## config.mk

```make
export PLATFORM = sky130hd
export DESIGN_NAME = countdown_timer
export DESIGN_NICKNAME = d
export VERILOG_FILES = /design/src/rtl/countdown_timer.sv
export SDC_FILE = /design/constraint.sdc
export NUM_CORES = 1
export LEC_CHECK = 0
export BUFFER_PORTS_ARGS = -buffer_cell sky130_fd_sc_hd__buf_2
export CAP_MARGIN = 20
export CORE_AREA = 2 2 39 41
export DETAILED_ROUTE_END_ITERATION = 8
export DIE_AREA = 0 0 41 43
export PLACE_DENSITY = 0.66
export SYNTH_ARGS = -nofsm -noshare
export SYNTH_HDL_FRONTEND = slang
export SYNTH_SLANG_ARGS = --single-unit
```

## constraint.sdc

```tcl
create_clock -name clk -period 2.75 [get_ports clk]
set_clock_uncertainty 0.15 [all_clocks]
set_input_delay 0.55 -clock clk [delete_from_list [all_inputs] [get_ports clk]]
set_output_delay 0.55 -clock clk [all_outputs]
set_load 0.01 [all_outputs]
```

## src/rtl/countdown_timer.sv

```systemverilog
// ============================================================================
// Module   : countdown_timer
// Brief    : Loadable down-counting timer with start/pause/stop control,
//            prescaled tick, terminal-count pulse and optional auto-reload.
// Revision : 1.0 - initial release
// ============================================================================
`default_nettype none

module countdown_timer #(
  parameter int WIDTH    = 4,
  parameter int PRESCALE = 1
) (
  input  logic             clk,
  input  logic             reset,
  input  logic             start,
  input  logic             stop,
  input  logic             pause,
  input  logic             reload_en,
  input  logic [WIDTH-1:0] load_val,
  output logic [WIDTH-1:0] count,
  output logic             busy,
  output logic             done,
  output logic             tc_pulse
);

  localparam int c_PRE_W = (PRESCALE > 1) ? $clog2(PRESCALE) : 1;
  localparam logic [c_PRE_W-1:0] c_PRE_MAX = c_PRE_W'(PRESCALE - 1);

  typedef enum logic [1:0] {
    ST_IDLE   = 2'd0,
    ST_RUN    = 2'd1,
    ST_PAUSED = 2'd2,
    ST_DONE   = 2'd3
  } state_t;

  state_t             r_state;
  state_t             w_state_nxt;
  logic [WIDTH-1:0]   r_count;
  logic [WIDTH-1:0]   w_count_nxt;
  logic [c_PRE_W-1:0] r_prescale;
  logic [c_PRE_W-1:0] w_prescale_nxt;
  logic               r_tc;
  logic               w_tc_nxt;
  logic               w_tick;

  assign w_tick = (r_prescale == c_PRE_MAX);

  always_ff @(posedge clk or posedge reset) begin
    if (reset) begin
      r_state    <= ST_IDLE;
      r_count    <= '0;
      r_prescale <= '0;
      r_tc       <= 1'b0;
    end else begin
      r_state    <= w_state_nxt;
      r_count    <= w_count_nxt;
      r_prescale <= w_prescale_nxt;
      r_tc       <= w_tc_nxt;
    end
  end

  // Priority: stop > start > pause > tick.
  always_comb begin
    w_state_nxt    = r_state;
    w_count_nxt    = r_count;
    w_prescale_nxt = r_prescale;
    w_tc_nxt       = 1'b0;
    if (stop) begin
      w_state_nxt    = ST_IDLE;
      w_count_nxt    = '0;
      w_prescale_nxt = '0;
    end else begin
      case (r_state)
        ST_IDLE, ST_DONE: begin
          if (start) begin
            w_state_nxt    = ST_RUN;
            w_count_nxt    = load_val;
            w_prescale_nxt = '0;
          end
        end
        ST_RUN: begin
          if (pause) begin
            w_state_nxt = ST_PAUSED;
          end else if (w_tick) begin
            w_prescale_nxt = '0;
            if (r_count != '0) begin
              w_count_nxt = r_count - WIDTH'(1);
            end else begin
              // Terminal event: reload and keep running, or park in DONE at 0.
              w_tc_nxt = 1'b1;
              if (reload_en) begin
                w_count_nxt = load_val;
              end else begin
                w_state_nxt = ST_DONE;
              end
            end
          end else begin
            w_prescale_nxt = r_prescale + c_PRE_W'(1);
          end
        end
        ST_PAUSED: begin
          if (!pause) begin
            w_state_nxt = ST_RUN;
          end
        end
        default: begin
          w_state_nxt = ST_IDLE;
        end
      endcase
    end
  end

  assign count    = r_count;
  assign tc_pulse = r_tc;
  assign busy     = (r_state == ST_RUN) || (r_state == ST_PAUSED);
  assign done     = (r_state == ST_DONE);

endmodule

`default_nettype wire

```

# Word level (Yosys, flattened, before mapping)
# Cells that the tools add are included.
[totals]
input_bits = 10
reg_bits = 8
output_inout_bits = 7
word_cells = 50
[classes]
add_sub_neg = 2
n_reduce_logical = 8
mux = 25
eq_ne = 11
[op_table]
columns = ["op", "count"]
rows = [
  ["$mux 4", 6],
  ["$ne 4x4->1 const B", 4],
  ["$mux 2", 7],
  ["$ne 3x3->1 const B", 4],
  ["$reduce_and 5->1", 2],
  ["$mux 1", 9],
  ["$pmux 4 s2", 1],
  ["$pmux 2 s3", 1],
  ["$eq 2x2->1 const B", 2],
  ["$reduce_bool 4->1", 1],
  ["$sub 4x1->4 const B", 1],
  ["$reduce_and 3->1", 1],
  ["$reduce_bool 3->1", 1],
  ["$eq 2x1->1 const B", 1],
  ["$logic_not 2->1", 1],
  ["$pmux 1 s2", 1],
  ["$reduce_or 2->1", 1],
  ["$add 1x1->1 const B", 1],
  ["$logic_or 1x1->1", 1],
]

# Depth between registers and ports, before layout
# Gate-level depths: netlist of run 1.
[depth]
word_depth = 6
ltp_mapped = 7

# Worst setup path after synthesis of run 1
# Ideal clock, no wire load.
[synth_timing]
path_type = "register -> register"
start = "register r_count[0] (netlist: count[0])"
end = "register r_count[0] (netlist: count[0])"
stages_incl_launch_ff = 8
path_buffers = 1
setup_time_ns = 0.094
slack_ns = 0.689
synth_period_minus_slack_ns = 2.061
t_arrival_ns = 1.818
path_cell_list = "dfrtp_1 > inv_1 > ha_1 > or3b_1 > buf_6 > o311ai_4 > a31oi_1 > a221oi_2"
[synth_between]
elab_chain_len = 6
word_cells_on_any_way = 9
[synth_lines]
columns = ["item", "line", "text"]
rows = [
  ["from (decl)", "38", "logic [WIDTH-1:0] r_count;"],
  ["from (signal assigned)", "56", "r_count <= w_count_nxt;"],
  ["$sub 4x1->4 or $reduce_bool 4->1 (tied branches)", "87, 86", ""],
  ["$mux 4", "86", "if (r_count != '0) begin"],
  ["$mux 4", "84", "end else if (w_tick) begin"],
  ["$mux 4", "82", "if (pause) begin"],
  ["$pmux 4 s2", "73", "case (r_state)"],
  ["$mux 4", "68", "if (stop) begin"],
]
# Parallel ways exist; a longest one is shown, timed or not. The select of a mux whose other input is x is not followed.
# A chain may end at the register's enable or synchronous reset.

# Final worst setup path of run 1
# Ends and elaborated chain as after synthesis.

==> results.md, run 1 <==
- CP Launch Type: register
- Crit Path Category: reg -> reg
- Worst Path Buf+Inv: 1
- CP Cell Sequence: inv_1, ha_1, or3b_1, o311ai_4, a31oi_1, a221oi_2
- CTS buffer count: 3
- Worst r2r src: count[0]
- Fin crit share: 79.6%
- Critical path fanouts, max: 9
- Max Cap Viol: 0
- Row count: 14
- Flops & latches, synth: 7
- Hold Violations, Final: 0
- Post-Syn Area per Cell: 9.61 sq um
- Initial antenna violation count: 0
- Syn Inst Count: 59
- Largest net degree at the start of global routing: 10
- Setup TNS: 0 ns
- Die Span Y: 43 um
- Die W: 41 um
- Maximum root-to-sink buffer count: 2
- Number of global-route vias before repair: 430
- # diodes: 0
- Vias: 508
- Placed Area: 658 sq um
- Sequential area share after synthesis: 30.9%
- F_max: 457 MHz
- Final ANT Viol Nets: 0
- Warnings, synthesis: 0
- CTS tree: built
- DRC: 0
- RSZ-0062 raised after global routing: no
- Slowest stage cell, crit path: or3b_1
- Layout cells sized above 1: 35.9%
- Post-synth EDFFs: 0
- Synthesized area: 567 sq um
- PostCTS Resize Cnt: 0
- Ys flop type: dfrtp_1
- Area of the core: 1380 sq um
- Clock transition at path regs: 0.06 ns
- LEAKAGE: 0.341 nW
- Top Ports: 17
- Crit path largest cell delay: 0.52 ns
- Hold Crit Class: in -> async
- Yosys cell types: 30
- PnR worst setup slack: 0.562 ns
- Max H-tree Level: 1
- Final core occ: 49.5%
- Hold buffer count at CTS: 0
- GPL Wtd Cong: 0.786
- Final setup fails: 0
- Post-Syn Nets: 74
- Total Routing Usage GR: 15.1%
- Peak supply drop: 0.451 mV
- Max Slew Vio Count: 0
- CTS root buf: clkbuf_4
- Final HPWL from detailed placement: 899 um
- Postcts setup bufs: 0
- Crit path DAT: 2.19 ns
- CP Capture Type: register
- Period minus WS final: 2.19 ns
- Area Overhead vs Synth: 20.8%
- Initial Util: 41.0%
- Run status: complete, no violations
- Number of DRC markers in iteration 0: 8
- WL/cell: 12.3 um
- Pwr Density: 1140 nW/um^2
- TritonRoute pass-1 iters: 4
- Total chip power: 0.782 mW
- Worst-Margin Slew: 0.337 ns
- Grt ovf: 0
- Die Area: 1760 sq um
- Clk_lat worst skew: 0.25 ns
- Worst slack, placed: 0.578 ns
- Critical Path RT: 2.75 ns
- DRT Wirelength: 1160 um
- First-pass GRT wire length: 1840 um
- Port Buffer Count: 16
- Clock sinks: 7
- Worst setup path startpoint: count[0]
- Fin area: 684 sq um
- Relative slew margins: 77.5%
- Critical path's top delay family: compound AO/OA/AOI/OAI gates
- Post-synth ARST share: 100%
- Via density: 5.40
- NumNets Final: 94
path summary, 6_finish.rpt:
kind | endpoint | depth (start not counted) | slack, ns
setup reg to reg | count[0] | 6 | 0.56
setup / recovery | count[0] | 6 | 0.56
hold / removal | tc_pulse | 2 | 0.07
max in group asynchronous | count[3] | 2 | 2.16
min in group clk | tc_pulse | 2 | 0.39
hold reg to reg | count[1] | 2 | 0.43
power by group:
part / internal [mW] / total, mW / switching, mW
registers: 0.142 / 0.186 / 0.0439
clock network: 0.0553 / 0.0922 / 0.0369
logic: 0.222 / 0.504 / 0.281
layout make-up:
type	instances	area [sq um]
Fill cell	133	699
Multi-Input combinational cell	43	349
Sequential cell	7	175
Timing Repair Buffer	17	87.6
Clock buffer	4	26.3
Inverter	7	26.3
Tap cell	16	20.0
per-layer routing:
layer	global-route usage, %	up-vias	wire length [um]
met1	22.3	239	586
met3	3.14	0	24
met2	21.9	8	549
li1	-	261	-
met5	0	-	0
met4	4.00	0	0
stage by stage:
stage | instances | hold WS (ns)
6_report | 94 | 0.0705
5_1_grt | 94 | 0.0922
4_1_cts | 94 | 0.0783
3_5_place_dp | 90 | 0.345
3_3_place_gp | 90 | 0.349
2_1_floorplan | 59 | 0.203
cells in the mapped netlist (all sizes together), types with 2 or more instances:
master | n | area [sq um]
dfrtp | 7 | 175
nand2 | 8 | 30.0
buf | 2 | 16.3
inv | 7 | 26.3
o31ai | 2 | 15.0
a21oi | 6 | 30.0
ha | 5 | 62.6
cell families (layout without fill, tap and decap cells):
kind of cell             after synthesis  count (layout)  synth area share, %
AND/OR/NAND/NOR                       15              15                 15.2
flip-flops                             7               7                 30.9
adder cells (fa/ha/maj)                5               5                 11.0
AO/OA/AOI/OAI                         22              22                 33.3
buffers and inverters                  9              28                 7.51
multiplexers                           1               1                 1.99
cells in the final DEF, fill, tap and decap left out, drive strengths merged:
cell / count
o21ai: 1
o31ai: 2
a31oi: 1
mux2: 1
or4b: 1
a211oi: 1
a211o: 1
a21boi: 1
inv: 7
dfrtp: 7
o311a: 1
o21bai: 1
clkbuf: 4
buf: 17
nand2: 8
a221oi: 1
nor2b: 1
and4b: 1
a21oi: 6
nand2b: 1
ha: 5
nor4: 1
a2bb2oi: 1
a311o: 1
nor3b: 1
o311ai: 1
o221ai: 1
o21ba: 1
or3b: 1
a311oi: 1
worst register-to-register path, cell delays in order (launching register included):
cell and delay, ns:
dfrtp_1 0.40, inv_1 0.14, ha_1 0.21, or3b_1 0.52, o311ai_4 0.36, a31oi_1 0.09
a221oi_2 0.23
state kept, by name (all words and copies together) (netlist names):
name	count
tc_pulse	1
r_state	2
count	4
Note: power is estimated with default switching activity, not from simulation.
==> run 2: changes to the inputs <==
- ABC_AREA: unset -> 1
- PLACE_DENSITY: 0.66 -> 0.64
- clock period: 2.75 -> 2 ns (I/O delays scaled with it)
==> run 2 against run 1 <==
First-iteration DRC count fell by 63%; synthesized area is 11% lower; design area down 6.0%; synthesized cell count increased by 31%; global-route usage rose by 0.56 points; critical path depth down 2; die area stayed put; non-clock buffer count is the same; register-to-register slack got worse by 0.17 ns; critical path type is now reg -> out.
==> results.md, run 2 <==
- Sequential area share after synthesis: 34.6%
- WL/cell: 9.87 um
- Warnings, synthesis: 0
- FF-to-FF End: r_state[0]
- Clock transition at path regs: 0.06 ns
- Max Slew Vio Count: 0
- Die Span Y: 43 um
- Via density: 4.59
- Synthesized area: 507 sq um
- DR WL met3: 46 um
- Post-synth EDFFs: 0
- Largest net degree at the start of global routing: 9
- Met1 wire length: 502 um
- NumNets Final: 114
- Most common cell after layout, fill and taps aside: nand2_1
- Hold Violations, Final: 0
- TritonRoute pass-1 iters: 2
- Number of DRC markers in iteration 0: 3
- Critical Path RT: 1.45 ns
- Final ANT Viol Nets: 0
- F_max: 569 MHz
- Pwr Density: 1320 nW/um^2
- Most frequent cells after synthesis: 31 x nand2_1, 10 x inv_1, 9 x nor2_1
- Syn Inst Count: 77
- Period minus WS final: 1.76 ns
- Max Cap Viol: 0
- LEAKAGE: 0.386 nW
- Hold Crit Class: in -> reg
- Adder-Cell Fraction of Synth Area: 12.3%
- Synth Area in XOR/XNOR: 1.73%
- Top Ports: 17
- Post-synth ARST share: 100%
- Initial antenna violation count: 0
- GPL Wtd Cong: 0.816
- Worst r2r src: r_state[1]
- Max H-tree Level: 1
- Hold WS: 0.228 ns
- Port Buffer Count: 16
- CTS tree: built
- Post-Synth Simple-Gate Area: 36.3%
- Most frequent cell after synthesis: nand2_1
- Synth area leader: dfrtp_1
- CTS root buf: clkbuf_4
- Grt ovf: 0
- Placed Area: 607 sq um
- DRT Wirelength: 1130 um
- Final setup fails: 0
- Peak supply drop: 0.594 mV
- Final HPWL from detailed placement: 887 um
- Commonest non-fill, non-tap cells in the layout: 31 x nand2_1, 16 x buf_2, 10 x inv_1
- Number of global-route vias before repair: 485
- # diodes: 0
- Crit Path Category: reg -> out
- Worst-Margin Slew: 0.297 ns
- Setup TNS: 0 ns
- Die W: 41 um
- FF-to-FF setup slack: 0.39 ns
- CTS buffer count: 3
- Top Metal Used: met4
- Fin crit share: 87.9%
- Critical path fanouts, max: 4
- CP Launch Type: register
- Clk_lat worst skew: 0.25 ns
- Max FFs per register: 4
- First-pass GRT wire length: 1820 um
- Worst Hold Launch: pause
- Postcts setup bufs: 0
- Post-synth top area share: 34.6%
- Flops & latches, synth: 7
- Ys flop type: dfrtp_1
- Layout cells sized above 1: 23.5%
- Clock sinks: 7
- Largest family of logic cells by synthesized area: simple AND/OR/NAND/NOR gates
- Post-synthesis compound-gate area fraction: 6.91%
- Main area contributors after synthesis: dfrtp_1 35%, nand2_1 23%, ha_1 12%, inv_1 7.4%, nor2_1 6.7%
- Hold EP: tc_pulse
- FF-to-FF path depth: 10
- Multiplexer share of the synthesized area: 0%
- Area of the core: 1380 sq um
- Total chip power: 0.849 mW
- Crit path DAT: 1.21 ns
- Fin area: 643 sq um
- Total Routing Usage GR: 15.7%
- Post-Syn Area per Cell: 6.58 sq um
- Min-Delay Path Depth: 2
- Row count: 14
- DRC: 0
- Die Area: 1760 sq um
- Post-Syn Nets: 92
- Relative slew margins: 80.2%
- Yosys cell types: 14
- Initial Util: 36.6%
- Run status: complete, no violations
- Vias: 523
- CP Capture Type: primary output
- Maximum root-to-sink buffer count: 2
- RSZ-0062 raised after global routing: no
- WL met2: 566 um
- Area Overhead vs Synth: 26.9%
## run 2: timing repair
item / in CTS / in global routing
resized for setup: 0 / 0
hold endpoints to repair: 7 / 0
hold buffers: 1 / 0
## run 2: through the flow
step           setup WS, ns  instances  utilization (%)
2_1_floorplan         0.512         77                -
3_3_place_gp          0.388        109             43.9
3_5_place_dp          0.417        109             43.9
4_1_cts               0.236        114             46.5
5_1_grt               0.172        114             46.5
6_report              0.243        114             46.5
## run 2: critical path, stage by stage (launching register included)
cell and delay [ns]:
dfrtp_1 0.39, inv_1 0.06, ha_1 0.30, inv_1 0.08
buf_2 0.12
## run 2: how the worst max path moves through the flow
stage               startpoint          to  slack [ns]  cells after the start
detailed placement  r_state[1]  r_state[0]        0.42                     10
floorplan           r_state[0]    count[2]        0.51                     10
CTS                 r_state[0]        busy        0.24                      4
global placement      count[0]    count[1]        0.39                      7
finish              r_state[0]        busy        0.24                      4
global route        r_state[1]  r_state[0]        0.17                     10
## run 2: area by class of cell
cell class | count | area [sq um]
Clock buffer | 4 | 26.3
Fill cell | 157 | 741
Inverter | 11 | 41.3
Multi-Input combinational cell | 59 | 290
Sequential cell | 7 | 175
Tap cell | 16 | 20.0
Timing Repair Buffer | 17 | 90.1
## run 2: logic make-up (layout without fill, tap and decap cells)
logic type	count (synthesis)	in the layout
AO/OA/AOI/OAI	7	7
XOR/XNOR	1	1
adder cells (fa/ha/maj)	5	5
buffers and inverters	11	32
flip-flops	7	7
AND/OR/NAND/NOR	46	46
## run 2: report_power, final
part	switching (mW)	leakage, nW	total, mW	internal [mW]
sequential	0.0524	0.0911	0.244	0.192
clock	0.0558	0.0150	0.132	0.0764
combinational	0.294	0.280	0.472	0.178
## run 2: per-layer routing
metal | up-vias | GRT usage (%)
met2 | 11 | 24.4
met5 | - | 0
met3 | 2 | 5.24
met1 | 236 | 17.2
met4 | 0 | 10.0
li1 | 274 | -
